`config.mk`:
```
export PLATFORM = sky130hd
export DESIGN_NAME = fns_cac_decoder
export DESIGN_NICKNAME = d
export VERILOG_FILES = /design/src/rtl/fns_cac_decoder.sv
export SDC_FILE = /design/constraint.sdc
export NUM_CORES = 1
export LEC_CHECK = 0
export CAP_MARGIN = 10
export CORE_MARGIN = 1
export CORE_UTILIZATION = 45
export DETAILED_ROUTE_END_ITERATION = 8
export PLACE_DENSITY_LB_ADDON = 0.12
export SETUP_SLACK_MARGIN = 0.05
export SYNTH_ARGS = -nofsm -noshare
export SYNTH_HDL_FRONTEND = slang
export SYNTH_SLANG_ARGS = --single-unit
```
`constraint.sdc`:
```
create_clock -name clk -period 3 [get_ports clk]
set_input_delay 0.6 -clock clk [delete_from_list [all_inputs] [get_ports clk]]
set_output_delay 0.6 -clock clk [all_outputs]
set_load 0.005 [all_outputs]
```
`src/rtl/fns_cac_decoder.sv`:
```
// Receive-side FNS decoder: scans fault flags into an enable mask, then serially
// decodes Fibonacci-weighted TSV codewords to binary, one TSV per clock.
module fns_cac_decoder #(
    parameter int N_TSV  = 8,
    parameter int N_DATA = 6,
    parameter int DATA_W = 6
) (
    input  logic              clk,
    input  logic              rst,
    input  logic              cfg_load,
    input  logic [N_TSV-1:0]  f_flag,
    output logic [N_TSV-1:0]  en_flag,
    output logic              cfg_done,
    output logic              cfg_err,
    input  logic              in_valid,
    output logic              in_ready,
    input  logic [N_TSV-1:0]  cw,
    output logic              out_valid,
    input  logic              out_ready,
    output logic [DATA_W-1:0] data,
    output logic              err
);

    localparam int IDX_W = (N_TSV > 1) ? $clog2(N_TSV) : 1;
    localparam int CNT_W = $clog2(N_TSV + 1);
    localparam logic [IDX_W-1:0] LAST_IDX = IDX_W'(N_TSV - 1);
    localparam logic [CNT_W-1:0] NDATA_C  = CNT_W'(N_DATA);

    typedef enum logic [2:0] {UNCFG, CFG, IDLE, DEC, OUT} state_t;

    state_t              state_q;
    logic [N_TSV-1:0]    f_q;
    logic [N_TSV-1:0]    en_q;
    logic [N_TSV-1:0]    cw_q;
    logic [CNT_W-1:0]    cnt_q;
    logic [IDX_W-1:0]    idx_q;
    logic [DATA_W-1:0]   acc_q;
    logic [DATA_W-1:0]   w_q;
    logic [DATA_W-1:0]   wp_q;
    logic [DATA_W-1:0]   data_q;
    logic                cfg_done_q;
    logic                cfg_err_q;
    logic                out_valid_q;
    logic                err_q;

    logic                cfg_en_d;
    logic [CNT_W-1:0]    cnt_d;
    logic                dec_en;
    logic                dec_bit;
    logic [DATA_W-1:0]   acc_d;
    logic                err_d;

    // Current-TSV results for the configuration scan and the decode walk.
    always_comb begin
        cfg_en_d = ~f_q[idx_q] & (cnt_q < NDATA_C);
        cnt_d    = cnt_q + CNT_W'(cfg_en_d);
        dec_en   = en_q[idx_q];
        dec_bit  = cw_q[idx_q];
        acc_d    = (dec_en & dec_bit) ? (acc_q + w_q) : acc_q;
        err_d    = err_q | (~dec_en & dec_bit);
    end

    assign in_ready  = (state_q == IDLE) & ~cfg_load;
    assign en_flag   = en_q;
    assign cfg_done  = cfg_done_q;
    assign cfg_err   = cfg_err_q;
    assign out_valid = out_valid_q;
    assign data      = data_q;
    assign err       = err_q;

    always_ff @(posedge clk) begin
        if (rst) begin
            state_q     <= UNCFG;
            en_q        <= '0;
            cfg_done_q  <= 1'b0;
            cfg_err_q   <= 1'b0;
            out_valid_q <= 1'b0;
            data_q      <= '0;
            err_q       <= 1'b0;
        end else begin
            case (state_q)
                UNCFG, IDLE: begin
                    if (cfg_load) begin
                        f_q        <= f_flag;
                        en_q       <= '0;
                        cfg_done_q <= 1'b0;
                        cfg_err_q  <= 1'b0;
                        cnt_q      <= '0;
                        idx_q      <= '0;
                        state_q    <= CFG;
                    end else if (state_q == IDLE && in_valid) begin
                        cw_q        <= cw;
                        acc_q       <= '0;
                        err_q       <= 1'b0;
                        w_q         <= DATA_W'(1);
                        wp_q        <= DATA_W'(1);
                        idx_q       <= '0;
                        out_valid_q <= 1'b0;
                        state_q     <= DEC;
                    end
                end
                CFG: begin
                    en_q[idx_q] <= cfg_en_d;
                    cnt_q       <= cnt_d;
                    idx_q       <= idx_q + IDX_W'(1);
                    if (idx_q == LAST_IDX) begin
                        if (cnt_d == NDATA_C) begin
                            cfg_done_q <= 1'b1;
                            state_q    <= IDLE;
                        end else begin
                            cfg_err_q <= 1'b1;
                            state_q   <= UNCFG;
                        end
                    end
                end
                DEC: begin
                    acc_q <= acc_d;
                    err_q <= err_d;
                    // Weights advance only on enabled TSVs, giving 1,2,3,5,8,... by healthy rank.
                    if (dec_en) begin
                        w_q  <= w_q + wp_q;
                        wp_q <= w_q;
                    end
                    idx_q <= idx_q + IDX_W'(1);
                    if (idx_q == LAST_IDX) begin
                        data_q      <= acc_d;
                        out_valid_q <= 1'b1;
                        state_q     <= OUT;
                    end
                end
                OUT: begin
                    if (out_ready) begin
                        out_valid_q <= 1'b0;
                        state_q     <= IDLE;
                    end
                end
                default: state_q <= UNCFG;
            endcase
        end
    end

endmodule
```
==> impl_metrics.env, run 1 <==
export IMPL_yosysWarnings=0
export IMPL_detail_route_vias_per_cell=5.27
export IMPL_clockRootBuffer="sky130_fd_sc_hd__clkbuf_8"
export IMPL_final_core_util_pct=57.4
export IMPL_worst_pin_slew_ps=451
export IMPL_timing_final_setup_violations=0
export IMPL_tritoncts="yes"
export IMPL_die_x_um=86.8
export IMPL_initial_antenna_violation_count=0
export IMPL_netlist_area_leader_share_pct=38.0
export IMPL_synth_net_count=328
export IMPL_critPathLaunchType="flop"
export IMPL_wire_per_inst_um=15.0
export IMPL_gp_congestion=0.794
export IMPL_drc=0
export IMPL_final_worst_setup_slack_ps=365
export IMPL_clock_power_share_pct=37.9
export IMPL_net_count_of_the_finished_layout=372
export IMPL_final_min_period_over_clock_period_pct=87.8
export IMPL_path_class="flop to flop"
export IMPL_design_core_area_mm2=0.00687
export IMPL_swShare_pct=25.9
export IMPL_standard_cell_rows=30
export IMPL_hpwlAfterDp_mm=4.70
export IMPL_synth_seq_cells=62
export IMPL_relSlewSlack_pct=69.9
export IMPL_first_pass_iters=4
export IMPL_synth_main_ff_cell="sky130_fd_sc_hd__edfxtp_1"
export IMPL_hold_slack_ps=488
export IMPL_htreeDepth=3
export IMPL_run_status="complete, no violations"
export IMPL_via_count=2299
export IMPL_die_height_um=86.8
export IMPL_leakage_nw=1.42
export IMPL_maximum_number_of_pins_on_one_net_before_global_route_repair=30
export IMPL_place_area_mm2=0.00372
export IMPL_hold_class="flop to flop"
export IMPL_sort_of_element_at_the_end_of_the_critical_path="flop"
export IMPL_clock_skew_final_ps=8.39
export IMPL_port_buffers=39
export IMPL_worst_endpoint_arrival_ps=2890
export IMPL_ff2ff_path_depth=9
export IMPL_cts_reportedPaths_clkPinSlew_ps=70
export IMPL_worstPathMaxFanout=9
export IMPL_drive_above_1_share_pct=11.8
export IMPL_initial_utilization_pct=47.1
export IMPL_critPathMaxStageDelay_ps=540
export IMPL_synth_cell_type_count=55
export IMPL_reg2reg_launch_point="idx_q[0]$_SDFFCE_PN0P_"
export IMPL_grt_setup_unrepaired="no"
export IMPL_grt_overflow_total=0
export IMPL_cp_data_required_time_ps=3260
export IMPL_fin_setup_tns_ps=0
export IMPL_ant_nets=0
export IMPL_power_combinational_fraction_pct=14.3
export IMPL_synth_async_sr_flop_share_pct=0
export IMPL_route_final_wire_length_mm=6.54
export IMPL_cap_violations=0
export IMPL_worst_hold_startpoint="err$_SDFFE_PP0P_"
export IMPL_critical_path_slowest_cell="sky130_fd_sc_hd__edfxtp_1"
export IMPL_synth_edff_count=41
export IMPL_postCtsResizedCells=0
export IMPL_power_per_cell_area_mw_per_mm2=527
export IMPL_synth_yosys_seq_area_share_pct=51.0
export IMPL_number_of_instances_in_the_synthesized_netlist=291
export IMPL_stdcell_area_mm2=0.00394
export IMPL_synth_largest_area_cell="sky130_fd_sc_hd__edfxtp_1"
export IMPL_worst_r2r_endpoint="state_q[1]$_SDFFE_PP0P_"
export IMPL_global_route_wire_length_before_repair_mm=10.7
export IMPL_crit_family="multiplexers"
export IMPL_shortest_period_the_worst_path_allows_ps=2630
export IMPL_cts_hold_buffers=0
export IMPL_pwr_share_seq_pct=47.8
export IMPL_worstSetupEndpoint="state_q[1]$_SDFFE_PP0P_"
export IMPL_number_of_sinks_on_the_clock_net=62
export IMPL_cp_buffers_inverters=0
export IMPL_synth_area_leaders="sky130_fd_sc_hd__edfxtp_1 (38%), sky130_fd_sc_hd__dfxtp_1 (13%), sky130_fd_sc_hd__ha_1 (5.4%)"
export IMPL_cell_chain_critical_path="mux2i_1 -> mux4_2 -> o311a_1 -> ha_1 -> ha_1 -> and3_1 -> and3_1 -> nor3_1 -> a211oi_1"
export IMPL_synth_avg_cell_area_um2=11.1
export IMPL_track_usage_pct=19.1
export IMPL_final_hold_violation_count=0
export IMPL_pre_cts_ws_ps=385
export IMPL_clk_latency_ps=340
export IMPL_worstSetupStartpoint="idx_q[0]$_SDFFCE_PN0P_"
export IMPL_max_freq_mhz=380
export IMPL_cts_buffer_depth=2
export IMPL_number_of_global_route_vias_before_repair=2256
export IMPL_numCtsBuffers=9
export IMPL_peakVddDrop_v=0.000326
export IMPL_slew_viol_final=0
export IMPL_cellInternalPower_w=0.00154
export IMPL_switching_power_w=0.000537
export IMPL_drt_iter0_markers=128
export IMPL_path_depth=9
export IMPL_post_cts_setup_buffer_count=0
export IMPL_r2r_setup_slack_ps=370
export IMPL_n_antenna_cell=0
export IMPL_post_synth_instance_area_mm2=0.00324
export IMPL_holdPathStages=1
export IMPL_area_delta_synth_final_pct=21.7
export IMPL_die_area_mm2=0.00754
export IMPL_pin_count=40
synthesized netlist by cell type (all sizes together), types with 2 or more instances:
| cell type | count |
|---|---|
| fa | 2 |
| nor3b | 2 |
| or3 | 2 |
| nand4 | 2 |
| nor2b | 5 |
| buf | 11 |
| and2 | 8 |
| nand3 | 10 |
| nand2b | 6 |
| ha | 14 |
| o21a | 2 |
| mux4 | 5 |
| clkbuf | 5 |
| o21ai | 5 |
| o311ai | 4 |
| a21oi | 17 |
| inv | 11 |
| mux2i | 8 |
| and2b | 2 |
| nor3 | 5 |
| dfxtp | 21 |
| a21o | 4 |
| nand2 | 19 |
| edfxtp | 41 |
| xor2 | 4 |
| xnor2 | 5 |
| and3 | 5 |
| nor2 | 34 |
| a211oi | 12 |
| o211ai | 4 |
| nor4 | 2 |
cells by family after synthesis:
logic type	share of synthesized area [%]
xor+xnor	2.43
mux	5.95
fa+ha+maj	6.65
flops	51.0
simple gates	16.4
buf+inv	4.41
compound gates	13.2
per-layer routing:
layer / global-route usage, % / vias to the layer above / share of wire [%]
li1: - / 1162 / -
met1: 25.0 / 1076 / 47
met2: 30.1 / 48 / 47
met3: 3.81 / 13 / 3.3
met4: 9.70 / 0 / 2.3
met5: 0 / - / 0
worst reg2reg max path, cell delays in order, from the launching register on:
cell                       delay, ps
sky130_fd_sc_hd__edfxtp_1        540
sky130_fd_sc_hd__mux2i_1         170
sky130_fd_sc_hd__mux4_2          460
sky130_fd_sc_hd__o311a_1         220
sky130_fd_sc_hd__ha_1            240
sky130_fd_sc_hd__ha_1            260
sky130_fd_sc_hd__and3_1          150
sky130_fd_sc_hd__and3_1          210
sky130_fd_sc_hd__nor3_1           60
sky130_fd_sc_hd__a211oi_1        230
worst min-delay path by stage:
| stage | to |
|---|---|
| final | err$_SDFFE_PP0P_ |
| after detailed placement | err$_SDFFE_PP0P_ |
| after CTS | err$_SDFFE_PP0P_ |
| after floorplan | cfg_done$_SDFFE_PP0P_ |
| after global routing | err$_SDFFE_PP0P_ |
| after global placement | err$_SDFFE_PP0P_ |
registers in the layout (all words and copies together), names as in the netlist:
register   count
cw_q           8
en_flag        8
f_q            8
acc_q          6
data           6
w_q            6
wp_q           6
cnt_q          4
idx_q          3
state_q        3
cfg_done       1
cfg_err        1
err            1
out_valid      1
metrics by stage:
stage,total power (W),instances
3_3_place_gp,0.00130,420
2_1_floorplan,0.00121,291
3_5_place_dp,0.00130,420
6_report,0.00208,436
5_1_grt,0.00217,436
4_1_cts,0.00209,436
power groups by stage:
stage / clock network, W / logic [W] / registers [W]
finish: 0.000788 / 0.000296 / 0.000993
floorplan: 0 / 0.000224 / 0.000986
detailed placement: 0 / 0.000293 / 0.00101
CTS: 0.000806 / 0.000294 / 0.000993
global route: 0.000839 / 0.000328 / 0.000998
global placement: 0 / 0.000289 / 0.00101
layout make-up:
class                      instances  area, µm²
clock buffer                      11        163
clock inverter                     5       55.1
fill                             598       2930
inverter                          11       41.3
multi-input combinational        202       1440
sequential                        62       1650
tap                               96        120
timing repair buffer              49        465
layout by cell type, fill, tap and decap left out, drive strengths merged, types with 10 or more instances in the layout:
master         instances
clkdlybuf4s50         39
inv                   11
dfxtp                 21
ha                    14
a21oi                 17
nand3                 10
clkbuf                11
nor2                  34
edfxtp                41
nand2                 19
a211oi                12
buf                   10
(Power assumes the default switching activity.)
==> inputs of run 2 (changes only) <==
--- a/config.mk
+++ b/config.mk
@@ -11,6 +11,7 @@
 export DETAILED_ROUTE_END_ITERATION = 8
 export PLACE_DENSITY_LB_ADDON = 0.12
 export SETUP_SLACK_MARGIN = 0.05
+export SLEW_MARGIN = 30
 export SYNTH_ARGS = -nofsm -noshare
 export SYNTH_HDL_FRONTEND = slang
 export SYNTH_SLANG_ARGS = --single-unit
==> results of run 2 <==
Final layout, timing and power as in run 1 (identical DEF).
